## config.mk

```make
export PLATFORM = sky130hd
export DESIGN_NAME = inst_bus_if
export DESIGN_NICKNAME = d
export VERILOG_FILES = /design/src/rtl/inst_bus_if.sv
export SDC_FILE = /design/constraint.sdc
export NUM_CORES = 1
export LEC_CHECK = 0
export CAP_MARGIN = 20
export CORE_ASPECT_RATIO = 0.75
export CORE_MARGIN = 3
export CORE_UTILIZATION = 27
export CTS_CLUSTER_DIAMETER = 50
export DETAILED_ROUTE_END_ITERATION = 16
export SYNTH_ARGS = -nofsm -noshare
export SYNTH_HDL_FRONTEND = slang
export SYNTH_SLANG_ARGS = --single-unit
export TNS_END_PERCENT = 20
```

## constraint.sdc

```tcl
create_clock -name clk -period 10.32 [get_ports clk]
set_clock_uncertainty 0.1 [all_clocks]
set_input_delay 2.064 -clock clk [delete_from_list [all_inputs] [get_ports clk]]
set_output_delay 2.064 -clock clk [all_outputs]
set_load 0.01 [all_outputs]
```

## src/rtl/inst_bus_if.sv

```systemverilog
// Instruction-fetch to Wishbone B4 classic read bridge: turns the core's single-cycle
// ROM read into a multi-cycle bus read, stalling the pipeline until the word returns.
module inst_bus_if #(
  parameter int STALL_BIT = 1,
  parameter int TIMEOUT   = 255
) (
  input  logic        clk,
  input  logic        rst,
  input  logic [5:0]  stall_i,
  input  logic        flush_i,
  input  logic        cpu_ce_i,
  input  logic [31:0] cpu_addr_i,
  output logic [31:0] cpu_data_o,
  output logic        stallreq_o,
  output logic        err_o,
  output logic [31:0] wb_adr_o,
  input  logic [31:0] wb_dat_i,
  output logic [3:0]  wb_sel_o,
  output logic        wb_we_o,
  output logic        wb_stb_o,
  output logic        wb_cyc_o,
  input  logic        wb_ack_i
);

  typedef enum logic [1:0] {
    IDLE,
    BUSY,
    WAIT_STALL
  } state_e;

  localparam logic [7:0] CNT_LAST = 8'(TIMEOUT - 1);

  state_e      state_q, state_d;
  logic [31:0] wb_adr_q, wb_adr_d;
  logic [3:0]  wb_sel_q, wb_sel_d;
  logic        wb_stb_q, wb_stb_d;
  logic        wb_cyc_q, wb_cyc_d;
  logic [31:0] rd_buf_q, rd_buf_d;
  logic [7:0]  cnt_q, cnt_d;
  logic        err_q, err_d;
  logic        if_held;
  logic        unused_stall;

  assign if_held      = stall_i[STALL_BIT];
  assign unused_stall = ^stall_i;

  always_comb begin
    state_d  = state_q;
    wb_adr_d = wb_adr_q;
    wb_sel_d = wb_sel_q;
    wb_stb_d = wb_stb_q;
    wb_cyc_d = wb_cyc_q;
    rd_buf_d = rd_buf_q;
    cnt_d    = cnt_q;
    err_d    = 1'b0;
    case (state_q)
      IDLE: begin
        if (cpu_ce_i && !flush_i) begin
          wb_adr_d = cpu_addr_i;
          wb_sel_d = 4'hF;
          wb_stb_d = 1'b1;
          wb_cyc_d = 1'b1;
          cnt_d    = 8'd0;
          state_d  = BUSY;
        end
      end
      BUSY: begin
        // Flush beats ack, and ack beats the timeout that would fire in the same cycle.
        if (flush_i) begin
          wb_sel_d = 4'h0;
          wb_stb_d = 1'b0;
          wb_cyc_d = 1'b0;
          state_d  = IDLE;
        end else if (wb_ack_i) begin
          wb_sel_d = 4'h0;
          wb_stb_d = 1'b0;
          wb_cyc_d = 1'b0;
          rd_buf_d = wb_dat_i;
          state_d  = if_held ? WAIT_STALL : IDLE;
        end else if (cnt_q == CNT_LAST) begin
          wb_sel_d = 4'h0;
          wb_stb_d = 1'b0;
          wb_cyc_d = 1'b0;
          rd_buf_d = 32'h0;
          err_d    = 1'b1;
          state_d  = if_held ? WAIT_STALL : IDLE;
        end else begin
          cnt_d = cnt_q + 8'd1;
        end
      end
      WAIT_STALL: begin
        if (!if_held || flush_i) begin
          state_d = IDLE;
        end
      end
      default: state_d = IDLE;
    endcase
  end

  always_comb begin
    cpu_data_o = 32'h0;
    stallreq_o = 1'b0;
    if (!rst) begin
      case (state_q)
        IDLE:       stallreq_o = cpu_ce_i && !flush_i;
        BUSY: begin
          if (!flush_i) begin
            if (wb_ack_i) begin
              cpu_data_o = wb_dat_i;
            end else begin
              stallreq_o = 1'b1;
            end
          end
        end
        WAIT_STALL: cpu_data_o = rd_buf_q;
        default: begin
          cpu_data_o = 32'h0;
          stallreq_o = 1'b0;
        end
      endcase
    end
  end

  always_ff @(posedge clk or posedge rst) begin
    if (rst) begin
      state_q  <= IDLE;
      wb_adr_q <= 32'h0;
      wb_sel_q <= 4'h0;
      wb_stb_q <= 1'b0;
      wb_cyc_q <= 1'b0;
      rd_buf_q <= 32'h0;
      cnt_q    <= 8'd0;
      err_q    <= 1'b0;
    end else begin
      state_q  <= state_d;
      wb_adr_q <= wb_adr_d;
      wb_sel_q <= wb_sel_d;
      wb_stb_q <= wb_stb_d;
      wb_cyc_q <= wb_cyc_d;
      rd_buf_q <= rd_buf_d;
      cnt_q    <= cnt_d;
      err_q    <= err_d;
    end
  end

  assign wb_adr_o = wb_adr_q;
  assign wb_sel_o = wb_sel_q;
  assign wb_stb_o = wb_stb_q;
  assign wb_cyc_o = wb_cyc_q;
  assign wb_we_o  = 1'b0;
  assign err_o    = err_q;

endmodule

```

Word-level counts from Yosys, hierarchy flattened
Cells that the tools add are included.
W data, S select, Z words.
{"block": "word_totals", "regBits": 80}
{"block": "classes", "add_sub_neg": 1, "eq_ne": 9, "mux": 36, "bitwise_logic": 1, "reduce_logical": 12}
{"op": "$mux W32", "n": 5}
{"op": "$pmux W32 S2", "n": 1}
{"op": "$mux W8", "n": 4}
{"op": "$mux W4", "n": 4}
{"op": "$pmux W8 S2", "n": 1}
{"op": "$mux W2", "n": 6}
{"op": "$mux W1", "n": 11}
{"op": "$ne A2 B2 Y1 const B", "n": 5}
{"op": "$reduce_and A3 Y1", "n": 3}
{"op": "$add A8 B1 Y8 const B", "n": 1}
{"op": "$eq A8 B8 Y1 const B", "n": 1}
{"op": "$pmux W4 S2", "n": 1}
{"op": "$pmux W2 S3", "n": 1}
{"op": "$reduce_and A5 Y1", "n": 1}
{"op": "$ne A4 B4 Y1 const B", "n": 1}
{"op": "$pmux W1 S2", "n": 2}
{"op": "$reduce_bool A2 Y1", "n": 2}
{"op": "$eq A2 B1 Y1 const B", "n": 1}
{"op": "$eq A2 B2 Y1 const B", "n": 1}
{"op": "$logic_not A1 Y1", "n": 2}
{"op": "$logic_not A2 Y1", "n": 1}
{"op": "$reduce_and A2 Y1", "n": 1}
{"op": "$logic_and A1 B1 Y1", "n": 1}
{"op": "$logic_or A1 B1 Y1", "n": 1}
{"op": "$not A1 Y1", "n": 1}

Logic depth before layout (Yosys ltp)
{"block": "depth", "ltp_word": 5, "ltp_mapped": 8, "ltp_nobuf": 6}

Least setup slack after synthesis
No wires, ideal clock.
{"block": "synth_timing", "kind": "input -> output", "start": "input port rst", "end": "output port cpu_data_o[10]", "t_arrival_ns": 4.477, "required_time_ns": 8.156, "slack_ns": 3.679, "cell_stages": 4, "cell_sequence": "inv_1 > nand2_1 > clkbuf_1 > nor2_1"}
{"block": "synth_via", "elab_chain_len": 1}
{"element": "from (decl)", "line": "8", "source": "input logic rst,"}
{"element": "$mux W32", "line": "103", "source": "if (!rst) begin"}
{"element": "to (decl)", "line": "13", "source": "output logic [31:0] cpu_data_o,"}
No other way between the ends.

Worst setup path in the final report
{"block": "layout_timing", "start": "input port flush_i", "end": "output port cpu_data_o[10]"}
{"block": "layout_via", "elab_chain_len": 3}
{"element": "from (decl)", "line": "10", "source": "input logic flush_i,"}
{"element": "$mux W32", "line": "107", "source": "if (!flush_i) begin"}
{"element": "$pmux W32 S2", "line": "104", "source": "case (state_q)"}
{"element": "$mux W32", "line": "103"}
No other way between the ends.

==> flow_summary.ini <==
[synthesis]
synth_edf_count = 0
yosys_warnings = 0
synth_flop_cell = dfrtp_1
synth-async-reset-ratio_pct = 100
ys_seq_elements = 76
synth_cells = 300
synth_fp_nets = 381
synth_area_um2 = 3510
yosysUniqueCellTypes = 38
synth-seq-area-share_pct = 54.1
synth.avg_cell_area_um2 = 11.7

[clock_network]
cts_tree = built
root_buffer = clkbuf_16
cts.clk_slew.worst_paths_ps = 60
clockBufferDepth = 2
ctsResizeCount = 0
clock-sinks = 76
cts_hold_buf = 0
insertion_delay_ps = 330
post_cts_buffers = 0
numCtsBuffers = 9
htree_levels = 3

[sta]
finalSetupTns_ps = 0
maxSlewViolCount = 0
maxSlewHeadroom_pct = 36.1
min_period_ps = 6380
fmax_mhz = 157
tightest_slew_ps = 958
rsz0062_at_grt = false
whs_ps = 390
finalSetupViolCount = 0
period_share_pct = 61.8
finalHoldViolCount = 0

[cells_and_area]
antennaDiodeCount = 0
finalNetCount = 511
nFillCells = 1191
final_common_cell = clkdlybuf4s50_1
layout-drive-gt1-share_pct = 11.1
syn2layout_area_growth_pct = 53.9
mostFrequentLayoutCells = clkdlybuf4s50_1 (141), dfrtp_1 (76), nor2_1 (36)

[floorplan]
ios = 148
start_util_pct = 28.2
die_w_um = 138
core-area_um2 = 12500
dieArea_um2 = 14400
core.rowCount = 35
fp.dieH_um = 105

[drt]
dr.pass1.iters = 4
num_vias = 2853
vias_per_cell = 4.76
drc = 0
drt.antenna.violating_nets = 0
first_iter_violations = 102
wire_per_inst_um = 15.3
drt-total-wl_um = 9170

[critical_path]
cp_cell_sequence = clkdlybuf4s50_1 -> nor2b_1 -> and2_2 -> buf_12 -> a22oi_1 -> nor2_1 -> clkdlybuf4s50_1
cp_top_family = buffers and inverters
path_max_fanout = 57
critical_path_class = input pin to output port
cp-start-kind = input pin
cp_num_buf_inv = 3
end_kind = output port
critPathMaxStageDelay_ps = 570
cpMostUsedCell = clkdlybuf4s50_1
arrival_ps = 4210
cp_slowest_cell = clkdlybuf4s50_1
worstPathRequired_ps = 8160

[pwr]
p_comb_share_pct = 40.2
internal_power_mw = 0.968
seqPwrFrac_pct = 36.3
powerDensity_nw_per_um2 = 260
clock_power_share_pct = 23.5
p_leak_nw = 2.21
ir_drop_uv = 106
swShare_pct = 31.1
p_switching_mw = 0.437

[global_routing]
grt_overflow = 0
antenna_found_initial = 0
grtUsageTotal_pct = 12.6
grt_first_pass_wirelength_um = 14700
grt_pass1_vias = 2948
grt_max_degree = 77

[min_path]
hold_class = flip-flop to flip-flop

[run]
maxCapViolCount = 0

[placement]
io_buffers = 141
gp_congestion = 0.785
hpwl_um = 6240

[outcome]
status = complete, no violations
-- registers in the layout, summed over array words and instances, names as in the netlist --
name	cells
wb_adr_o	32
wb_sel_o	1
err_o	1
state_q	2
cnt_q	8
rd_buf_q	32
-- worst register-to-register path: cells and delay by family, from the launching register on --
kind / cells / cell delay, ps
AOI/OAI and AO/OA: 3 / 600
adders and majority gates: 1 / 450
buffers and inverters: 1 / 120
DFF: 1 / 370
and+or+nand+nor: 1 / 480
-- power by group through the flow --
stage               registers (mW)  logic, mW  clock network [mW]
CTS                          0.511      0.558               0.343
finish                       0.511      0.564               0.331
global route                 0.528      0.616               0.358
global placement             0.508      0.539                   0
detailed placement           0.512      0.559                   0
floorplan                    0.532      0.279                   0
-- path summary, 6_finish.rpt --
path,from,to,slack [ps],cells past startpoint
setup / recovery,flush_i,cpu_data_o[10],3940,7
hold / removal,wb_adr_o[2]$_DFFE_PP0N_,wb_adr_o[2]$_DFFE_PP0N_,390,1
setup reg to reg,state_q[1]$_DFFE_PP0P_,cnt_q[3]$_DFFE_PP0P_,8110,6
hold reg to reg,wb_adr_o[2]$_DFFE_PP0N_,wb_adr_o[2]$_DFFE_PP0N_,390,1
max in group asynchronous,rst,wb_adr_o[12]$_DFFE_PP0N_,7210,3
min in group asynchronous,rst,state_q[0]$_DFFE_PP0P_,2300,3
-- per-stage QoR --
step	total power [mW]	utilization, %	area [um^2]	setup slack, ps	instances
6_report	1.41	43.3	5410	3940	600
5_1_grt	1.50	43.3	5410	3790	600
4_1_cts	1.41	42.9	5360	3450	598
3_5_place_dp	1.07	40.4	5040	3480	583
3_3_place_gp	1.05	40.2	5020	3490	582
2_1_floorplan	0.811	-	3510	3680	300
-- cell usage after synthesis (2+ instances only) --
master	n	share of area, %
dfrtp_1	76	54
nor2_1	36	3.8
a22o_1	32	8.0
a22oi_1	32	6.8
mux2_2	19	6.1
mux2_1	14	4.5
buf_2	13	1.9
inv_1	8	0.85
clkbuf_1	7	0.75
a21oi_1	6	0.85
buf_4	6	1.3
ha_1	6	2.1
a31oi_1	5	0.89
nand2_1	4	0.43
nand3_1	4	0.57
mux2i_1	3	0.85
a41oi_1	2	0.50
and3_1	2	0.36
buf_1	2	0.21
nand3b_1	2	0.43
nand4_1	2	0.36
o21ai_0	2	0.28
o21ai_1	2	0.28
-- layout make-up --
cell class | instances | area [um^2] | area share [%]
Clock buffer | 9 | 225 | 4.16
Clock inverter | 6 | 90.1 | 1.67
Inverter | 8 | 31.3 | 0.578
Multi-Input combinational cell | 188 | 1440 | 26.7
Sequential cell | 76 | 1900 | 35.2
Tap cell | 166 | 208 | 3.84
Timing Repair Buffer | 147 | 1510 | 27.9
-- routing by layer --
metal  vias up  share of wire [%]  track usage, %
met4         0                1.0            3.17
met1      1361                 47            16.7
met3        10                 10            4.57
met2       120                 42            19.6
li1       1362                  -               -
met5         -                  0               0
-- cell families after synthesis --
family	count (synthesis)	synth area share, %
flops	76	54.1
other cells	1	0.107
fa+ha+maj	6	2.14
mux	36	11.4
buf+inv	36	4.95
simple gates	57	7.41
compound gates	88	19.8
Power figures use the tool's default switching activity.
